## config.mk

```make
export PLATFORM = sky130hd
export DESIGN_NAME = uu_acmac_tx_ctrl_mem_arb_flat
export DESIGN_NICKNAME = d
export VERILOG_FILES = /design/src/rtl/uu_acmac_tx_ctrl_mem_arb_pkg.sv /design/src/rtl/uu_acmac_tx_ctrl_mem_arb_if.sv /design/src/rtl/uu_acmac_tx_ctrl_mem_arb_rr_arb2.sv /design/src/rtl/uu_acmac_tx_ctrl_mem_arb.sv /design/src/flat_wrapper.sv
export SDC_FILE = /design/constraint.sdc
export NUM_CORES = 1
export LEC_CHECK = 0
export CAP_MARGIN = 25
export CORE_MARGIN = 4
export CORE_UTILIZATION = 34
export CTS_CLUSTER_SIZE = 16
export DETAILED_ROUTE_END_ITERATION = 10
export GPL_TIMING_DRIVEN = 0
export PLACE_DENSITY = 0.76
export SETUP_SLACK_MARGIN = 0.5
export SYNTH_ARGS = -nofsm -noshare
export SYNTH_HDL_FRONTEND = slang
export SYNTH_HIERARCHICAL = 1
export SYNTH_SLANG_ARGS = --single-unit
```

## constraint.sdc

```tcl
create_clock -name clk -period 1.6 [get_ports clk]
set_input_delay 0.32 -clock clk [delete_from_list [all_inputs] [get_ports clk]]
set_output_delay 0.32 -clock clk [all_outputs]
set_load 0.02 [all_outputs]
```

## src/rtl/uu_acmac_tx_ctrl_mem_arb_pkg.sv

```systemverilog
// uu_acmac_tx_ctrl_mem_arb_pkg: shared widths, FSM states and requester indices for the TX control memory arbiter
package uu_acmac_tx_ctrl_mem_arb_pkg;
   localparam int ADDR_W = 8;
   localparam int DATA_W = 8;
   localparam int REQ_HOST = 0;
   localparam int REQ_TXE = 1;
   typedef enum logic {IDLE, BURST} state_t;
endpackage

```

## src/rtl/uu_acmac_tx_ctrl_mem_arb_if.sv

```systemverilog
// uu_acmac_tx_ctrl_mem_arb_if: requester burst ports plus TX control memory bus
interface uu_acmac_tx_ctrl_mem_arb_if
   import uu_acmac_tx_ctrl_mem_arb_pkg::*;
#(
   parameter int AW = ADDR_W,
   parameter int DW = DATA_W
) ();
   logic [1:0] req, wr, gnt, beat, done, rvalid;
   logic [AW-1:0] addr0, addr1, mem_addr;
   logic [7:0] len0, len1;
   logic [DW-1:0] wdata0, wdata1, rdata, mem_wdata, mem_rdata;
   logic mem_en, mem_wen;
   modport master (
      output req, wr, addr0, addr1, len0, len1, wdata0, wdata1, mem_rdata,
      input gnt, beat, done, rvalid, rdata, mem_en, mem_wen, mem_addr, mem_wdata
   );
   modport slave (
      input req, wr, addr0, addr1, len0, len1, wdata0, wdata1, mem_rdata,
      output gnt, beat, done, rvalid, rdata, mem_en, mem_wen, mem_addr, mem_wdata
   );
endinterface

```

## src/rtl/uu_acmac_tx_ctrl_mem_arb_rr_arb2.sv

```systemverilog
// uu_acmac_rr_arb2: two-input round-robin picker; last owner starts at 1 so input 0 wins the first tie
module uu_acmac_rr_arb2 (
   input  logic       clk,
   input  logic       rst,
   input  logic [1:0] req,
   input  logic       load,
   output logic       pick
);
   logic last;
   always_comb pick = &req ? ~last : req[1];
   always_ff @(posedge clk)
      if (rst) last <= 1'b1;
      else if (load) last <= pick;
endmodule

```

## src/rtl/uu_acmac_tx_ctrl_mem_arb.sv

```systemverilog
// uu_acmac_tx_ctrl_mem_arb: round-robin burst sequencer sharing the TX control memory between host and TX engine
module uu_acmac_tx_ctrl_mem_arb
   import uu_acmac_tx_ctrl_mem_arb_pkg::*;
(
   input logic clk,
   input logic rst,
   uu_acmac_tx_ctrl_mem_arb_if.slave bus
);
   state_t state;
   logic pick, load;
   logic [8:0] rem;
   logic [1:0] gnt, rvalid;
   logic mem_en, mem_wen;
   logic [ADDR_W-1:0] mem_addr;
   logic [7:0] len_sel;
   always_comb load = (state == IDLE) && |bus.req;
   always_comb len_sel = pick ? bus.len1 : bus.len0;
   uu_acmac_rr_arb2 u_arb (.clk(clk), .rst(rst), .req(bus.req), .load(load), .pick(pick));
   always_ff @(posedge clk) begin
      if (rst) begin
         state <= IDLE;
         gnt <= '0;
         mem_en <= 1'b0;
         mem_wen <= 1'b0;
         mem_addr <= '0;
         rem <= '0;
         rvalid <= '0;
      end else begin
         rvalid <= gnt & {2{mem_en & ~mem_wen}};
         if (state == IDLE) begin
            if (load) begin
               state <= BURST;
               gnt <= pick ? 2'b10 : 2'b01;
               mem_en <= 1'b1;
               mem_wen <= bus.wr[pick];
               mem_addr <= pick ? bus.addr1 : bus.addr0;
               rem <= (len_sel == 8'd0) ? 9'd256 : {1'b0, len_sel};
            end
         end else begin
            rem <= rem - 9'd1;
            mem_addr <= mem_addr + 1'b1;
            if (rem == 9'd1) begin
               state <= IDLE;
               gnt <= '0;
               mem_en <= 1'b0;
               mem_wen <= 1'b0;
            end
         end
      end
   end
   // gnt is only non-zero in BURST, so it doubles as the per-requester beat strobe
   always_comb begin
      bus.gnt = gnt;
      bus.beat = gnt;
      bus.done = gnt & {2{rem == 9'd1}};
      bus.rvalid = rvalid;
      bus.rdata = |rvalid ? bus.mem_rdata : '0;
      bus.mem_en = mem_en;
      bus.mem_wen = mem_wen;
      bus.mem_addr = mem_addr;
      bus.mem_wdata = gnt[1] ? bus.wdata1 : gnt[0] ? bus.wdata0 : '0;
   end
endmodule

```

## src/flat_wrapper.sv

```systemverilog
// flat-port wrapper written by rule: the top's interface ports become plain ports
module uu_acmac_tx_ctrl_mem_arb_flat import uu_acmac_tx_ctrl_mem_arb_pkg::*;
  (clk, rst, bus_req, bus_wr, bus_addr0, bus_addr1, bus_len0, bus_len1, bus_wdata0, bus_wdata1, bus_mem_rdata, bus_gnt, bus_beat, bus_done, bus_rvalid, bus_rdata, bus_mem_en, bus_mem_wen, bus_mem_addr, bus_mem_wdata);
  uu_acmac_tx_ctrl_mem_arb_if bus_i ();
  input logic clk;
  input logic rst;
  input wire logic [$bits(bus_i.req)-1:0] bus_req;
  input wire logic [$bits(bus_i.wr)-1:0] bus_wr;
  input wire logic [$bits(bus_i.addr0)-1:0] bus_addr0;
  input wire logic [$bits(bus_i.addr1)-1:0] bus_addr1;
  input wire logic [$bits(bus_i.len0)-1:0] bus_len0;
  input wire logic [$bits(bus_i.len1)-1:0] bus_len1;
  input wire logic [$bits(bus_i.wdata0)-1:0] bus_wdata0;
  input wire logic [$bits(bus_i.wdata1)-1:0] bus_wdata1;
  input wire logic [$bits(bus_i.mem_rdata)-1:0] bus_mem_rdata;
  output wire logic [$bits(bus_i.gnt)-1:0] bus_gnt;
  output wire logic [$bits(bus_i.beat)-1:0] bus_beat;
  output wire logic [$bits(bus_i.done)-1:0] bus_done;
  output wire logic [$bits(bus_i.rvalid)-1:0] bus_rvalid;
  output wire logic [$bits(bus_i.rdata)-1:0] bus_rdata;
  output wire logic [$bits(bus_i.mem_en)-1:0] bus_mem_en;
  output wire logic [$bits(bus_i.mem_wen)-1:0] bus_mem_wen;
  output wire logic [$bits(bus_i.mem_addr)-1:0] bus_mem_addr;
  output wire logic [$bits(bus_i.mem_wdata)-1:0] bus_mem_wdata;
  assign bus_i.req = bus_req;
  assign bus_i.wr = bus_wr;
  assign bus_i.addr0 = bus_addr0;
  assign bus_i.addr1 = bus_addr1;
  assign bus_i.len0 = bus_len0;
  assign bus_i.len1 = bus_len1;
  assign bus_i.wdata0 = bus_wdata0;
  assign bus_i.wdata1 = bus_wdata1;
  assign bus_i.mem_rdata = bus_mem_rdata;
  assign bus_gnt = bus_i.gnt;
  assign bus_beat = bus_i.beat;
  assign bus_done = bus_i.done;
  assign bus_rvalid = bus_i.rvalid;
  assign bus_rdata = bus_i.rdata;
  assign bus_mem_en = bus_i.mem_en;
  assign bus_mem_wen = bus_i.mem_wen;
  assign bus_mem_addr = bus_i.mem_addr;
  assign bus_mem_wdata = bus_i.mem_wdata;
  uu_acmac_tx_ctrl_mem_arb u_core (.clk(clk), .rst(rst), .bus(bus_i));
endmodule
```

==> flow_metrics.env <==
export IMPL_cp_required_ns=1.28
export IMPL_drt_wirelength_per_cell_um=19.7
export IMPL_final_setup_viol_count=10
export IMPL_max_slew_margin_pct=75.9
export IMPL_power_density_nw_per_um2=640
export IMPL_synth_seq_cells=25
export IMPL_cpPeakStageDelay_ns=0.36
export IMPL_gp_congestion=0.914
export IMPL_cp_max_fo=3
export IMPL_final_cell_mix="57 x clkdlybuf4s50_1, 47 x buf_6, 20 x buf_4, 12 x dfxtp_2"
export IMPL_clock_sinks=25
export IMPL_grt_pass1_vias=2058
export IMPL_violations="setup timing"
export IMPL_ios=96
export IMPL_hp_class="flip-flop to flip-flop"
export IMPL_holdWs_ns=0.496
export IMPL_yosysWarnings=6
export IMPL_clock_fmax_mhz=556
export IMPL_skew_ns=0.00291
export IMPL_drv_cap=0
export IMPL_cts_hold_fix_buffers=0
export IMPL_finalInstanceArea_um2=3470
export IMPL_drc=0
export IMPL_crit_slowest_cell="dfxtp_2"
export IMPL_cp_end_kind="primary output"
export IMPL_die_h_um=77.5
export IMPL_clockBufferDepth=2
export IMPL_antenna_found_initial=0
export IMPL_synthCells=193
export IMPL_rsz0062_at_grt="yes"
export IMPL_crit_arrival_ns=1.48
export IMPL_die_area_um2=6010
export IMPL_tightestPinTransition_ns=0.361
export IMPL_final_core_util_pct=73.9
export IMPL_vias=2169
export IMPL_clk_latency_ns=0.27
export IMPL_period_share_pct=112
export IMPL_htreeDepth=1
export IMPL_cp_depth=4
export IMPL_ys_seq_area_share_pct=30.5
export IMPL_finalHoldViolCount=0
export IMPL_antennaDiodeCount=0
export IMPL_initial_utilization_pct=35.0
export IMPL_synth_edff_count=0
export IMPL_cp_start_kind="flip-flop"
export IMPL_dr_pass1_iters=4
export IMPL_drv_slew=0
export IMPL_synth_nets=258
export IMPL_yosysUniqueCellTypes=56
export IMPL_ant_nets=0
export IMPL_grt_overflow=0
export IMPL_path_buf_inv=1
export IMPL_fin_crit_ns=1.80
export IMPL_worstHoldPathCells=2
export IMPL_drive_gt1_share_pct=49.8
export IMPL_drt_iter0_drc=262
export IMPL_critical_path_class="flip-flop to primary output"
export IMPL_grt_max_degree=15
export IMPL_place_area_um2=2850
export IMPL_grt_pass1_wl_mm=10.2
export IMPL_ir_worst_vdd_v=0.000439
export IMPL_synth_area_um2=1640
export IMPL_root_buffer="clkbuf_8"
export IMPL_setup_ws_ns=-0.200
export IMPL_core_area_um2=4690
export IMPL_grt_usage_pct=20.9
export IMPL_layout_nets=389
export IMPL_vias_per_cell=5.75
export IMPL_reg2reg_depth=6
export IMPL_crit_chain="nor4_4 > and4b_2 > and2_4 > buf_6"
export IMPL_async_flop_share_pct=0
export IMPL_die_width_um=77.5
export IMPL_p_leak_uw=0.00144
export IMPL_ys_flop_type="dfxtp_1"
export IMPL_outcome="complete, but fails checks"
export IMPL_route_final_wire_length_mm=7.42
export IMPL_cts_tree="yes"
export IMPL_clk_pin_slew_worst_paths_ns=0.09
export IMPL_dp_hpwl_mm=4.47
export IMPL_critPathTopFamily="simple AND/OR/NAND/NOR gates"
export IMPL_io_buffers=95
export IMPL_synth_avg_cell_area_um2=8.51
export IMPL_syn_to_final_growth_pct=111
export IMPL_final_common_cell="clkdlybuf4s50_1"
export IMPL_cts_buffers=3
export IMPL_placementRows=25
[flip-flops by register name (all words and copies together), names as in the netlist]
register and flops:
u_core/rem 9, u_core/bus.mem_addr 8, u_core/bus.beat 2, u_core/bus.rvalid 2, u_core/bus.mem_en 1, u_core/bus.mem_wen 1
u_core/state 1, u_core/u_arb/last 1
[cell usage after synthesis (all sizes together) (2+ instances only)]
library cell   n  share of area [%]
dfxtp         25                 30
nor2          14                3.4
nand2         13                3.0
a21oi         12                3.9
mux2i         12                7.3
nor2b         11                4.2
a22o           8                4.3
clkbuf         8                1.9
buf            7                2.4
nand3          7                2.1
o21ai          7                2.1
mux2           6                4.1
a221oi         4                2.1
inv            4               0.91
nand2b         4                1.5
a211oi         3                1.7
a31oi          3                1.1
ha             3                2.3
o211ai         3                1.4
o22a           3                1.6
and2           2               0.76
and4           2                1.1
nand4          2               0.76
nor4           2               0.76
nor4b          2                1.4
nor4bb         2                1.2
o21ba          2                1.2
o22ai          2               0.76
o32ai          2                1.1
[where the power goes]
group	internal (µW)	leakage [µW]	switching (µW)	total [µW]
clock network	174	0.0000255	213	387
registers	689	0.000216	77.1	766
logic	604	0.00120	465	1070
total	1470	0.00144	756	2220
[worst min-delay path: cells and delay by family (launching register included)]
family          cells  cell delay, ns
flops               1            0.34
compound gates      2            0.13
[cells by family (layout without fill, tap and decap cells)]
family,Yosys count,after routing,synth area share (%)
simple gates,69,69,23.8
mux,18,18,11.4
flops,25,25,30.5
buf+inv,19,149,5.25
fa+ha+maj,3,3,2.29
xor+xnor,2,2,1.07
compound gates,57,57,25.7
[area by class of cell]
type / instances / area [µm²]
timing repair buffer: 126 / 1290
clock buffer: 3 / 41.3
tap: 54 / 67.6
sequential: 25 / 549
clock inverter: 1 / 5.00
buffer: 15 / 155
inverter: 4 / 17.5
multi-input combinational: 149 / 1350
fill: 314 / 1220
[per-stage QoR]
stage	setup slack (ns)	setup TNS, ns	cells	total power [µW]
final	-0.200	-0.858	377	2220
after global routing	-0.237	-1.46	377	2320
after CTS	-0.184	-0.820	370	2080
after detailed placement	-0.731	-16.27	342	1560
after global placement	-0.693	-15.59	342	1550
after floorplan	0.125	0	193	1200
[final timing paths]
check,startpoint,to,slack [ns]
worst max-delay path,u_core/rem[7],bus_done[1],-0.20
worst max register to register,u_core/u_arb/last,u_core/rem[8],-0.08
worst min register to register,u_core/bus.mem_addr[7],u_core/bus.mem_addr[7],0.50
worst min-delay path,u_core/bus.mem_addr[7],u_core/bus.mem_addr[7],0.50
[metal layers]
layer  share of wire, %  GRT usage [%]  up-vias
met5                  0              0        -
met4                3.3           5.69        0
met3                7.5           3.71       26
met2                 52           37.7      139
met1                 37           25.4     1022
li1                   -              -      982
[repair_timing]
item	in CTS	in global routing
pin swaps	12	15
setup buffers	23	7
resized for setup	252	46
endpoints found under the setup margin	59	56
gates cloned	1	0
No activity file was read; power rests on OpenSTA's default activity.
